===== config.mk =====
export PLATFORM = sky130hd
export DESIGN_NAME = step_controller
export DESIGN_NICKNAME = d
export VERILOG_FILES = /design/src/rtl/nandy_ctl_pkg.sv /design/src/rtl/phase_ring.sv /design/src/rtl/step_controller.sv
export SDC_FILE = /design/constraint.sdc
export NUM_CORES = 1
export LEC_CHECK = 0
export CORE_ASPECT_RATIO = 0.75
export CORE_UTILIZATION = 30
export DETAILED_ROUTE_END_ITERATION = 10
export SETUP_SLACK_MARGIN = 0.3
export SLEW_MARGIN = 20
export SYNTH_ARGS = -nofsm -noshare
export SYNTH_HDL_FRONTEND = slang
export SYNTH_SLANG_ARGS = --single-unit
export TNS_END_PERCENT = 5

===== constraint.sdc =====
create_clock -name clk -period 3.6 [get_ports clk]
set_clock_uncertainty 0.2 [all_clocks]
set_input_delay 1.08 -clock clk [delete_from_list [all_inputs] [get_ports clk]]
set_output_delay 1.08 -clock clk [all_outputs]
set_load 0.02 [all_outputs]

===== src/rtl/nandy_ctl_pkg.sv =====
// Shared definitions for the Nandy step controller: state encoding and
// the default number of clock phases per instruction.
package nandy_ctl_pkg;

    localparam int PHASES_DEF = 2;

    typedef enum logic [1:0] {
        ST_IDLE   = 2'd0,
        ST_RUN    = 2'd1,
        ST_BURST  = 2'd2,
        ST_HALTED = 2'd3
    } ctl_state_e;

endpackage


===== src/rtl/phase_ring.sv =====
// Phase counter for one instruction: holds ph, flags the last phase and
// registers the one-hot edgegate enable for the phase that follows.
module phase_ring
    import nandy_ctl_pkg::*;
#(
    parameter int PHASES = PHASES_DEF
) (
    input  logic              clk,
    input  logic              rst_n,
    input  logic              i_advance,
    input  logic              i_clear,
    input  logic              i_gate,
    output logic              o_last,
    output logic [PHASES-1:0] o_gate_en
);

    localparam int PH_W = $clog2(PHASES);

    logic [PH_W-1:0]   r_ph;
    logic [PHASES-1:0] r_gate_en;
    logic [PH_W-1:0]   w_ph_nxt;
    logic [PHASES-1:0] w_oh_nxt;

    assign o_last = (r_ph == PH_W'(PHASES - 1));

    always_comb begin
        w_ph_nxt = r_ph;
        if (i_clear)
            w_ph_nxt = '0;
        else if (i_advance)
            w_ph_nxt = o_last ? '0 : r_ph + PH_W'(1);
    end

    // Decode the next phase so the enable lands in the same cycle as ph.
    always_comb begin
        w_oh_nxt = '0;
        for (int i = 0; i < PHASES; i++)
            w_oh_nxt[i] = (w_ph_nxt == PH_W'(i));
    end

    always_ff @(posedge clk or negedge rst_n) begin
        if (!rst_n) begin
            r_ph      <= '0;
            r_gate_en <= '0;
        end else begin
            r_ph      <= w_ph_nxt;
            r_gate_en <= i_gate ? w_oh_nxt : '0;
        end
    end

    assign o_gate_en = r_gate_en;

endmodule


===== src/rtl/step_controller.sv =====
// Run / halt / single-step / burst sequencer for the Nandy edgegate bank.
// Execution only starts and stops on instruction boundaries.
module step_controller
    import nandy_ctl_pkg::*;
#(
    parameter int PHASES   = PHASES_DEF,
    parameter int BURST_W  = 8,
    parameter int ICOUNT_W = 16
) (
    input  logic                clk,
    input  logic                rst_n,
    input  logic                run,
    input  logic                step_req,
    input  logic                burst_req,
    input  logic [BURST_W-1:0]  burst_len,
    input  logic                cpu_halt,
    input  logic                resume,
    output logic [PHASES-1:0]   gate_en,
    output logic                instr_done,
    output logic                busy,
    output logic                halted,
    output logic [ICOUNT_W-1:0] instr_count
);

    ctl_state_e          r_state;
    logic [BURST_W-1:0]  r_remaining;
    logic [ICOUNT_W-1:0] r_instr_count;
    logic                r_instr_done;
    logic                r_busy;
    logic                r_halted;

    ctl_state_e w_state_nxt;
    logic       w_busy_cur;
    logic       w_busy_nxt;
    logic       w_last;
    logic       w_boundary;
    logic       w_burst_ok;

    assign w_busy_cur = (r_state == ST_RUN) || (r_state == ST_BURST);
    assign w_busy_nxt = (w_state_nxt == ST_RUN) || (w_state_nxt == ST_BURST);
    assign w_boundary = w_busy_cur && w_last;
    assign w_burst_ok = burst_req && (burst_len != '0);

    phase_ring #(
        .PHASES (PHASES)
    ) u_ring (
        .clk       (clk),
        .rst_n     (rst_n),
        .i_advance (w_busy_cur),
        .i_clear   (!w_busy_cur),
        .i_gate    (w_busy_nxt),
        .o_last    (w_last),
        .o_gate_en (gate_en)
    );

    // cpu_halt outranks every other exit because the CPU has already retired
    // its halt instruction by the time the boundary is reached.
    always_comb begin
        w_state_nxt = r_state;
        case (r_state)
            ST_IDLE: begin
                if (run)
                    w_state_nxt = ST_RUN;
                else if (w_burst_ok || step_req)
                    w_state_nxt = ST_BURST;
            end
            ST_RUN: begin
                if (w_last) begin
                    if (cpu_halt)
                        w_state_nxt = ST_HALTED;
                    else if (!run)
                        w_state_nxt = ST_IDLE;
                end
            end
            ST_BURST: begin
                if (w_last) begin
                    if (cpu_halt)
                        w_state_nxt = ST_HALTED;
                    else if (r_remaining == BURST_W'(1))
                        w_state_nxt = ST_IDLE;
                end
            end
            ST_HALTED: begin
                if (resume)
                    w_state_nxt = ST_IDLE;
            end
            default: w_state_nxt = ST_IDLE;
        endcase
    end

    always_ff @(posedge clk or negedge rst_n) begin
        if (!rst_n) begin
            r_state       <= ST_IDLE;
            r_remaining   <= '0;
            r_instr_count <= '0;
            r_instr_done  <= 1'b0;
            r_busy        <= 1'b0;
            r_halted      <= 1'b0;
        end else begin
            r_state      <= w_state_nxt;
            r_busy       <= w_busy_nxt;
            r_halted     <= (w_state_nxt == ST_HALTED);
            r_instr_done <= w_boundary;

            if (w_boundary)
                r_instr_count <= r_instr_count + ICOUNT_W'(1);

            if (r_state == ST_IDLE && w_state_nxt == ST_BURST)
                r_remaining <= w_burst_ok ? burst_len : BURST_W'(1);
            else if (r_state == ST_BURST && w_last)
                r_remaining <= cpu_halt ? '0 : r_remaining - BURST_W'(1);
        end
    end

    assign instr_done  = r_instr_done;
    assign busy        = r_busy;
    assign halted      = r_halted;
    assign instr_count = r_instr_count;

endmodule

# Word-level counts from Yosys, hierarchy flattened
# Cells that the tools add are included.
[totals]
regBits = 32
output_inout_bits = 21
word_cells = 46
[op_classes]
add_sub_neg = 3
n_eq_ne = 7
muxes = 17
bitwise_logic = 1
reduce_logical = 10
[ops]
columns = ["operator", "count"]
rows = [
  ["$mux 8", 4],
  ["$mux 2", 10],
  ["$add 16x1->16 const B", 1],
  ["$eq 2x2->1 const B", 4],
  ["$eq 8x1->1 const B", 1],
  ["$pmux 2 s4", 1],
  ["$reduce_bool 8->1", 1],
  ["$sub 8x1->8 const B", 1],
  ["$eq 2x1->1 const B", 2],
  ["$logic_and 1x1->1", 4],
  ["$logic_or 1x1->1", 3],
  ["$logic_not 2->1", 1],
  ["$mux 1", 2],
  ["$reduce_bool 2->1", 1],
  ["$add 1x1->1 const B", 1],
  ["$not 1->1", 1],
]

# Depth between registers and ports, before layout
[depth]
word_depth = 9
ltp_mapped = 12
ltp_nobuf = 11

# By module
# A second synthesis with hierarchy kept.
[hier_totals]
cells_unflattened = 165
area_unflattened_um2 = 1681.6
[modules_own_cells]
columns = ["module", "instances", "cells_per_inst", "area_each_um2", "seq_area_each_um2"]
rows = [
  ["step_controller", 1, 158, 1579.0, 725.7],
  ["phase_ring", 1, 7, 102.6, 75.1],
]

# Worst setup path after synthesis
# Ideal clock, no wire load.
[synth_timing]
kind = "input-to-reg"
start = "input burst_len[3]"
end = "register r_remaining[3]"
setup_time_ns = 0.083
arrival_ns = 3.087
required_time_ns = 3.317
path_slack_ns = 0.231
cell_stages = 10
path_buffers = 1
path_cell_list = "or4_4 > o21ai_2 > nor4b_2 > a2111oi_1 > ha_1 > a21o_1 > clkbuf_1 > nor3_1 > a22oi_1 > o21ai_0"
[synth_between]
elab_chain_cells = 9
elab_cells_between_ends = 11
cone_classes = "eq/ne: 1; mux: 5; reduce/logical: 5"
[synth_lines]
columns = ["element", "line_no", "text"]
rows = [
  ["start, declared", "step_controller.sv:15", "input logic [BURST_W-1:0] burst_len,"],
  ["$reduce_bool 8->1 *", "step_controller.sv:42", "assign w_burst_ok = burst_req && (burst_len != '0);"],
  ["$logic_and 1x1->1 *", "step_controller.sv:42", ""],
  ["$logic_or 1x1->1 *", "step_controller.sv:64", "else if (w_burst_ok || step_req)"],
  ["$mux 2 *", "step_controller.sv:64", ""],
  ["$mux 2 *", "step_controller.sv:62", "if (run)"],
  ["$pmux 2 s4 *", "step_controller.sv:60", "case (r_state)"],
  ["via w_state_nxt[1]", "step_controller.sv:32", "ctl_state_e w_state_nxt;"],
  ["$eq 2x2->1 *", "step_controller.sv:108", "if (r_state == ST_IDLE && w_state_nxt == ST_BURST)"],
  ["$logic_and 1x1->1 *", "step_controller.sv:108", ""],
  ["$mux 8 / $reduce_bool 2->1 (equally long branches)", "--", ""],
  ["end signal, assigned", "step_controller.sv:109", "r_remaining <= w_burst_ok ? burst_len : BURST_W'(1);"],
  ["end signal, assigned", "step_controller.sv:111", "r_remaining <= cpu_halt ? '0 : r_remaining - BURST_W'(1);"],
  ["end, declared", "step_controller.sv:26", "logic [BURST_W-1:0] r_remaining;"],
]
# Mark *: on every way through the listed nets, which the timed path passes. The rest lies on a longest branch.
# A chain may end at the register's enable or synchronous reset.

# Final worst setup path
[layout_timing]
start = "input burst_len[3]"
end = "register r_remaining[6]"
# The elaborated chain is that of the path after synthesis.

==> impl_metrics.tcl <==
set metrics [dict create \
    wirelength_um 3910 \
    cts_sinks 32 \
    clkPwrFrac 0.151 \
    synth_commonest_cells "dfrtp_1 (32), nor2_1 (13), nand2_1 (11), o21ai_0 (11)" \
    portBuffers 35 \
    drtIter0Drc 47 \
    std_cell_rows 23 \
    p_switching_mw 0.805 \
    seq_area_frac_synth 0.479 \
    root_buffer "clkbuf_8" \
    cts-hold-fix-buffers 0 \
    min_path_cells 1 \
    core-area_mm2 0.00535 \
    grt_max_degree 33 \
    final-seq-area_um2 801 \
    layoutNonFillerInstCount 296 \
    synth_top_area_share 0.479 \
    yosysMostFrequentCell "dfrtp_1" \
    fin_tns_setup_ns 0 \
    hold_start "instr_count[15]$_DFFE_PN0P_" \
    rsz0062_at_grt "no" \
    routed.top_layer "met4" \
    relSlewSlack 0.705 \
    ys_types 38 \
    tightestPinTransition_ns 0.439 \
    met2WireLength_um 1620 \
    synth_top_cell_by_area "dfrtp_1" \
    ys_warn_count 0 \
    outcome "complete, no violations" \
    via_per_inst 4.60 \
    synth_cells 160 \
    start_util 0.312 \
    final_net_count 246 \
    grt_use_total 0.151 \
    power.share.switching 0.407 \
    die_y_um 66.6 \
    drtPass1Iterations 4 \
    htree_levels 2 \
    rr_endpoint "r_remaining[7]$_DFFE_PN0P_" \
    clk_path_buf_depth 2 \
    min_to "instr_count[15]$_DFFE_PN0P_" \
    ff2ff_setup_slack_ns 0.73 \
    start_kind "input port" \
    required_ns 3.60 \
    wire_per_inst_um 13.2 \
    finalMaxSlewViolations 0 \
    crit_arrival_ns 3.18 \
    wl_met3_um 202 \
    max-cap-violations 0 \
    post_route_cells_drive_above_1_share 0.253 \
    wl_met1_um 2080 \
    grt_pass1_wl_um 6640 \
    drcViolationCount 0 \
    sequentialPowerShare 0.303 \
    synth-seq-cells 32 \
    syn-cell-area_mm2 0.00167 \
    path_class "input port to flop" \
    gp_congestion 0.811 \
    cts_buffers 5 \
    hold_path_class "flop to flop" \
    power.total_mw 1.98 \
    async_flop_share 1.00 \
    syn_avg_cell_area_um2 10.4 \
    antennaDiodeCount 0 \
    overflow 0 \
    end_kind "flop" \
    fin_crit_ns 3.18 \
    ant_nets 0 \
    cts_tree "yes" \
    synth_nets 185 \
    reg2reg_depth 11 \
    p_int_mw 1.17 \
    placedCellCount 286 \
    syn_to_final_growth_pct 47.3 \
    grt_pass1_vias 1376 \
    fin_crit_sh 0.884 \
    p_leak_nw 1.08 \
    synthFlopType "dfrtp_1" \
    num_vias 1361 \
    ir_drop_mv 0.433 \
    antenna_found_initial 0 \
    combPwrFrac 0.546 \
    clk_latency_ns 0.27 \
    synth-edff-count 0 \
    setup-violations-final 0 \
    die_w_um 88.2 \
    crit-reg2reg-launch "r_remaining[2]$_DFFE_PN0P_" \
    die-area_mm2 0.00587 \
    path_clk_slew_ns 0.07 \
    fmax_ghz 0.314 \
    ioPinCount 36 \
    netlist_top_cells_area "dfrtp_1 (48%), ha_1 (7.5%), xnor2_1 (5.2%)" \
    multiInputGateArea_um2 925 \
    hold_viol 0 \
    fill_cells 526 \
    power.density_mw_per_mm2 804 \
    dp_hpwl_um 2750 \
    crit_fanout 5 \
]
## routing by layer
layer	global-route usage	vias up
met3	0.0446	2
met1	0.223	636
met4	0.0363	0
met2	0.213	30
met5	0	-
li1	-	693
## flip-flops by register name, indices dropped and copies added (netlist names)
| name | flops |
|---|---|
| u_ring.o_last | 1 |
| u_ring.o_gate_en | 2 |
| busy | 1 |
| halted | 1 |
| r_state | 2 |
| instr_done | 1 |
| instr_count | 16 |
| r_remaining | 8 |
## cells by family (layout without fill, tap and decap cells)
kind of cell	after synthesis	in the layout	synth area share
AND/OR/NAND/NOR	53	53	0.196
AO/OA/AOI/OAI	36	36	0.136
flip-flops	32	32	0.479
XOR/XNOR	15	15	0.0786
buffers and inverters	13	74	0.0292
adder cells (fa/ha/maj)	10	10	0.0749
multiplexers	1	1	0.00674
## stage by stage
stage	util	instance area [µm²]	setup WS [ns]	hold WS, ns
2_1_floorplan	-	1680	0.305	0.276
3_3_place_gp	0.423	2260	-0.201	0.260
3_5_place_dp	0.423	2260	-0.278	0.266
4_1_cts	0.460	2460	0.302	0.274
5_1_grt	0.460	2460	0.318	0.313
6_report	0.460	2460	0.417	0.267
## worst max-delay path: stages
cell           delay, ns
dlygate4sd2_1       0.25
or4_4               0.44
o21ai_4             0.19
nor4b_4             0.26
a2111oi_4           0.09
ha_4                0.20
buf_4               0.14
a21oi_4             0.16
and4b_1             0.20
a21oi_1             0.04
o21ai_0             0.13
## layout by cell type (no fill, tap or decap), types with 3 or more instances in the layout
| cell type | count |
|---|---|
| xor2_1 | 5 |
| dfrtp_1 | 32 |
| a21oi_1 | 7 |
| nand4_1 | 3 |
| nand2_1 | 11 |
| clkbuf_8 | 7 |
| xnor2_1 | 10 |
| o21ai_0 | 5 |
| buf_4 | 19 |
| o21ai_1 | 6 |
| clkdlybuf4s50_1 | 27 |
| nand3_1 | 5 |
| inv_1 | 10 |
| clkbuf_2 | 4 |
| nor2_1 | 13 |
| ha_1 | 9 |
## worst max path at each step
stage                                  to  depth (start not counted)  slack [ns]    startpoint
4_1_cts        r_remaining[3]$_DFFE_PN0P_                         10        0.30  burst_len[0]
5_1_grt        r_remaining[0]$_DFFE_PN0P_                         11        0.32  burst_len[1]
3_5_place_dp   r_remaining[5]$_DFFE_PN0P_                         10       -0.28  burst_len[3]
2_1_floorplan  r_remaining[5]$_DFFE_PN0P_                         10        0.30  burst_len[3]
3_3_place_gp   r_remaining[5]$_DFFE_PN0P_                         10       -0.20  burst_len[4]
6_report       r_remaining[6]$_DFFE_PN0P_                         11        0.42  burst_len[3]
## timing repair
item | 4_1_cts | 5_1_grt
buffers inserted | 2 | 0
setup endpoints to repair | 8 | 8
pin swaps | 10 | 8
resized for setup | 29 | 14
gates cloned | 1 | 0
## power by group through the flow
stage	registers, mW	logic, mW	clock network (mW)
5_1_grt	0.618	1.20	0.325
3_5_place_dp	0.595	0.907	0
6_report	0.600	1.08	0.298
4_1_cts	0.600	1.05	0.307
3_3_place_gp	0.597	0.899	0
2_1_floorplan	0.628	0.490	0
## layout make-up
| cell class | count | area share |
|---|---|---|
| Inverter | 10 | 0.0153 |
| Sequential cell | 32 | 0.326 |
| Timing Repair Buffer | 57 | 0.206 |
| Multi-Input combinational cell | 115 | 0.376 |
| Clock buffer | 7 | 0.0392 |
| Tap cell | 75 | 0.0381 |
Power figures use the tool's default switching activity.
==> RTL edit 1: new RTL, same flow settings <==
The output `instr_done` loses its register stage (`r_instr_done` becomes a continuous assignment).
--- a/src/rtl/step_controller.sv
+++ b/src/rtl/step_controller.sv
@@ -93,14 +93,12 @@
             r_state       <= ST_IDLE;
             r_remaining   <= '0;
             r_instr_count <= '0;
-            r_instr_done  <= 1'b0;
             r_busy        <= 1'b0;
             r_halted      <= 1'b0;
         end else begin
             r_state      <= w_state_nxt;
             r_busy       <= w_busy_nxt;
             r_halted     <= (w_state_nxt == ST_HALTED);
-            r_instr_done <= w_boundary;
 
             if (w_boundary)
                 r_instr_count <= r_instr_count + ICOUNT_W'(1);
@@ -112,6 +110,8 @@
         end
     end
 
+    assign r_instr_done = w_boundary;
+
     assign instr_done  = r_instr_done;
     assign busy        = r_busy;
     assign halted      = r_halted;
Check against the original RTL: not equivalent (Yosys sat finds a counterexample within 4 cycles, from zero or initial values and one cycle with rst_n low).
==> RTL edit 1 against the unedited design <==
- worst hold slack gained 0.0095 ns
- synthesized area down 1.5%
- routed wire length shrank 6.8%
- highest routed layer is now met3
- count of clock-buffer cells in the layout down 1
- first-iteration DRC count fell by 6.4%
- total power fell by 6.1%
- maximum frequency shrank 2.8%
- cell area decreased by 3.0%
- setup slack got worse by 0.093 ns
- sequential cell count is 1 lower
==> RTL edit 1: results (changes against the unedited design) <==
metric;value;unit;change
status;finished, final reports clean;;unchanged
dp_worst_setup_slack;-0.275;ns;was -0.278 ns
finalPower;1860;uW;was 1980 uW
hpwl;2720;um;was 2750 um
met3WireLength;174;um;was 202 um
wl_met1;1960;um;was 2080 um
grtUsageMet3;4.24;%;was 4.46%
nFillCells;494;;was 526
pg_clk;272;uW;was 298 uW
wl_per_cell;12.6;um;was 13.2 um
crit_arrival;3.23;ns;was 3.18 ns
combPwrFrac;54.0;%;was 54.6%
wl_met2;1510;um;was 1620 um
grt_usage;14.1;%;was 15.1%
seq_area_frac_synth;47.1;%;was 47.9%
die_w;87.5;um;was 88.2 um
drtIter0Drc;44;;was 47
multi_input_area_share;37.6;%;about the same
synth_top_area_share;47.1;%;was 47.9%
max_stage_delay;0.48;ns;was 0.44 ns
syn_inst;159;;was 160
fin_nets;243;;was 246
netlist_top_cells_area;dfrtp_1 (47%), ha_1 (7.6%), xnor2_1 (5.3%);;was dfrtp_1 (48%), ha_1 (7.5%), xnor2_1 (5.2%)
grtUsageMet2;21.3;%;about the same
nonClkBufAreaFrac;20.8;%;was 20.6%
crit_slowest_cell;clkdlybuf4s50_1;;was or4_4
synthesis.nets;184;;was 185
setup.worst_path.start;cpu_halt;;was burst_len[3]
placed_cells;281;;was 286
grt_pass1_wl;6200;um;was 6640 um
nClkBuffers;6;;was 7
power.leakage;0.00107;uW;was 0.00108 uW
p_int;1090;uW;was 1170 uW
worstPathMaxFanout;7;;was 5
signal_buffers;55;;was 57
wl;3650;um;was 3910 um
seq_cells;31;;was 32
tightest_slew;0.412;ns;was 0.439 ns
grt_max_degree;32;;was 33
utilization;46.9;%;was 46.0%
grt_pass1_vias;1328;;was 1,376
vias_per_cell;4.58;;was 4.60
ir_drop;0.000348;V;was 0.000433 V
==> RTL edit 1: repair_timing <==
item | 4_1_cts | 5_1_grt
endpoints found under the setup margin | 8 | 9
buffers inserted | 0 | 2
hold buffers | 0 | 0
gates resized for setup | 19 | 5
hold endpoints to repair | 0 | 0
pin swaps | 6 | 3
==> RTL edit 1: kinds of logic after synthesis <==
kind of cell    Yosys count  share of synthesized area, %
compound gates           36                          13.8
flops                    31                          47.1
mux                       1                         0.684
xor+xnor                 15                          7.98
simple gates             53                          19.8
buf+inv                  13                          2.97
fa+ha+maj                10                          7.60
==> RTL edit 1: final timing paths <==
path / end / slack, ns / cells after the start
worst max register to register: r_remaining[6] / 0.75 / 11
worst min register to register: instr_count[15] / 0.28 / 1
worst max-delay path: r_remaining[6] / 0.32 / 11
max in group asynchronous: r_state[1] / 1.88 / 2
min in group asynchronous: r_remaining[5] / 1.00 / 2
worst min-delay path: instr_count[15] / 0.28 / 1
==> RTL edit 2: new RTL, config.mk and constraints unchanged <==
Made on the original files. Change the package constant `PHASES_DEF` from 2 to 4.
--- a/src/rtl/nandy_ctl_pkg.sv
+++ b/src/rtl/nandy_ctl_pkg.sv
@@ -2,7 +2,7 @@
 // the default number of clock phases per instruction.
 package nandy_ctl_pkg;
 
-    localparam int PHASES_DEF = 2;
+    localparam int PHASES_DEF = 4;
 
     typedef enum logic [1:0] {
         ST_IDLE   = 2'd0,
Interface: changed (resized gate_en); port bits go from 36 to 38. No check against the original RTL was run, so the function may have changed too.
==> RTL edit 2 against the unedited design <==
- routed wire length is 11% higher
- via count grew 8.8%
- sequential cell count rose by 3
- setup slack got worse by 0.056 ns
- sequential power is 7.5% lower
- total power shrank 20%
- maximum frequency decreased by 1.7%
- utilization fell by 2.4 points
- cell area grew 3.7%
- synthesized area grew 10%
- non-clock buffer count shrank 8
- critical path type unchanged
- highest routed layer unchanged
==> RTL edit 2: results (changes against the unedited design) <==
metric;value;unit;change
status;finished, final reports clean;;unchanged
grt_usage;13.8;%;was 15.1%
worstPathMaxFanout;7;;was 5
netlist_top_cells_area;dfrtp_1 (48%), ha_1 (7.5%), xnor2_1 (4.3%);;was dfrtp_1 (48%), ha_1 (7.5%), xnor2_1 (5.2%)
wl_per_cell;14.1;um;was 13.2 um
clock_area_share;3.19;%;was 3.92%
vias_per_cell;4.82;;was 4.60
grt_pass1_wl;6920;um;was 6640 um
ir_drop;0.000375;V;was 0.000433 V
fmax;309;MHz;was 314 MHz
inv_count;12;;was 10
crit_slowest_cell;clkdlybuf4s50_1;;was or4_4
crit_arrival;3.20;ns;was 3.18 ns
nFillCells;554;;was 526
synth_commonest_cells;dfrtp_1 (35), nand2_1 (14), o21ai_0 (14);;was dfrtp_1 (32), nor2_1 (13), nand2_1 (11), o21ai_0 (11)
numPortBuffers;37;;was 35
gp_congestion;0.849;;was 0.811
multi_input_area;985;um^2;was 925 um^2
tightest_slew;0.550;ns;was 0.439 ns
power.leakage;0.00114;uW;was 0.00108 uW
r2r-end;r_remaining[3];;was r_remaining[7]
drtIter0Drc;102;;was 47
synthesis.nets;202;;was 185
r2r_start;r_state[1];;was r_remaining[2]
fin_nets;254;;was 246
ys_ff_latch;35;;was 32
hp-class;flop to flop;;unchanged
firstDrtPassIters;5;;was 4
grt_max_degree;36;;was 33
multi_input_gates;125;;was 115
post-cts-setup-buffers;0;;was 2
nonClkBufAreaFrac;18.3;%;was 20.6%
synth_cell_types;43;;was 38
[RTL edit 2: stage by stage]
stage / instances / area [um^2] / TNS, ns / utilization [%] / power, uW
final: 307 / 2550 / 0 / 43.6 / 1580
after global routing: 307 / 2550 / 0 / 43.6 / 1690
after CTS: 307 / 2480 / 0 / 42.4 / 1530
after detailed placement: 299 / 2370 / -2.50 / 40.5 / 1220
after global placement: 299 / 2370 / -1.11 / 40.5 / 1220
after floorplan: 176 / 1840 / 0 / - / 978
[RTL edit 2: per-layer routing]
metal | GRT usage (%) | up-vias | part of all wire, %
met5 | 0 | - | 0
met1 | 21.1 | 704 | 50
met2 | 18.7 | 42 | 44
met3 | 3.59 | 7 | 4.7
met4 | 4.34 | 0 | 1.2
li1 | - | 728 | -
[RTL edit 2: worst min path at each step]
stage	startpoint	end	slack, ns	cells after the start
floorplan	r_remaining[7]	r_remaining[7]	0.29	2
detailed placement	instr_count[15]	instr_count[15]	0.27	1
global placement	instr_count[15]	instr_count[15]	0.26	1
CTS	instr_count[15]	instr_count[15]	0.28	1
global route	instr_count[14]	instr_count[14]	0.32	1
finish	instr_count[15]	instr_count[15]	0.27	1
[RTL edit 2: what timing repair did]
item | CTS | global route
endpoints found under the setup margin | 8 | 8
pin swaps | 5 | 4
gates resized for setup | 9 | 17
[RTL edit 2: logic make-up (layout without fill, tap and decap cells)]
logic type,Yosys count,after routing,share of synthesized area (%)
AO/OA/AOI/OAI,37,37,12.8
XOR/XNOR,15,15,7.13
adder cells (fa/ha/maj),11,11,7.47
buffers and inverters,16,69,4.08
flip-flops,35,35,47.6
multiplexers,3,3,1.70
AND/OR/NAND/NOR,59,59,19.3
[RTL edit 2: power by group]
group	total [uW]	switching, uW	internal [uW]
registers	555	75.1	480
clock network	278	142	136
logic	744	418	326
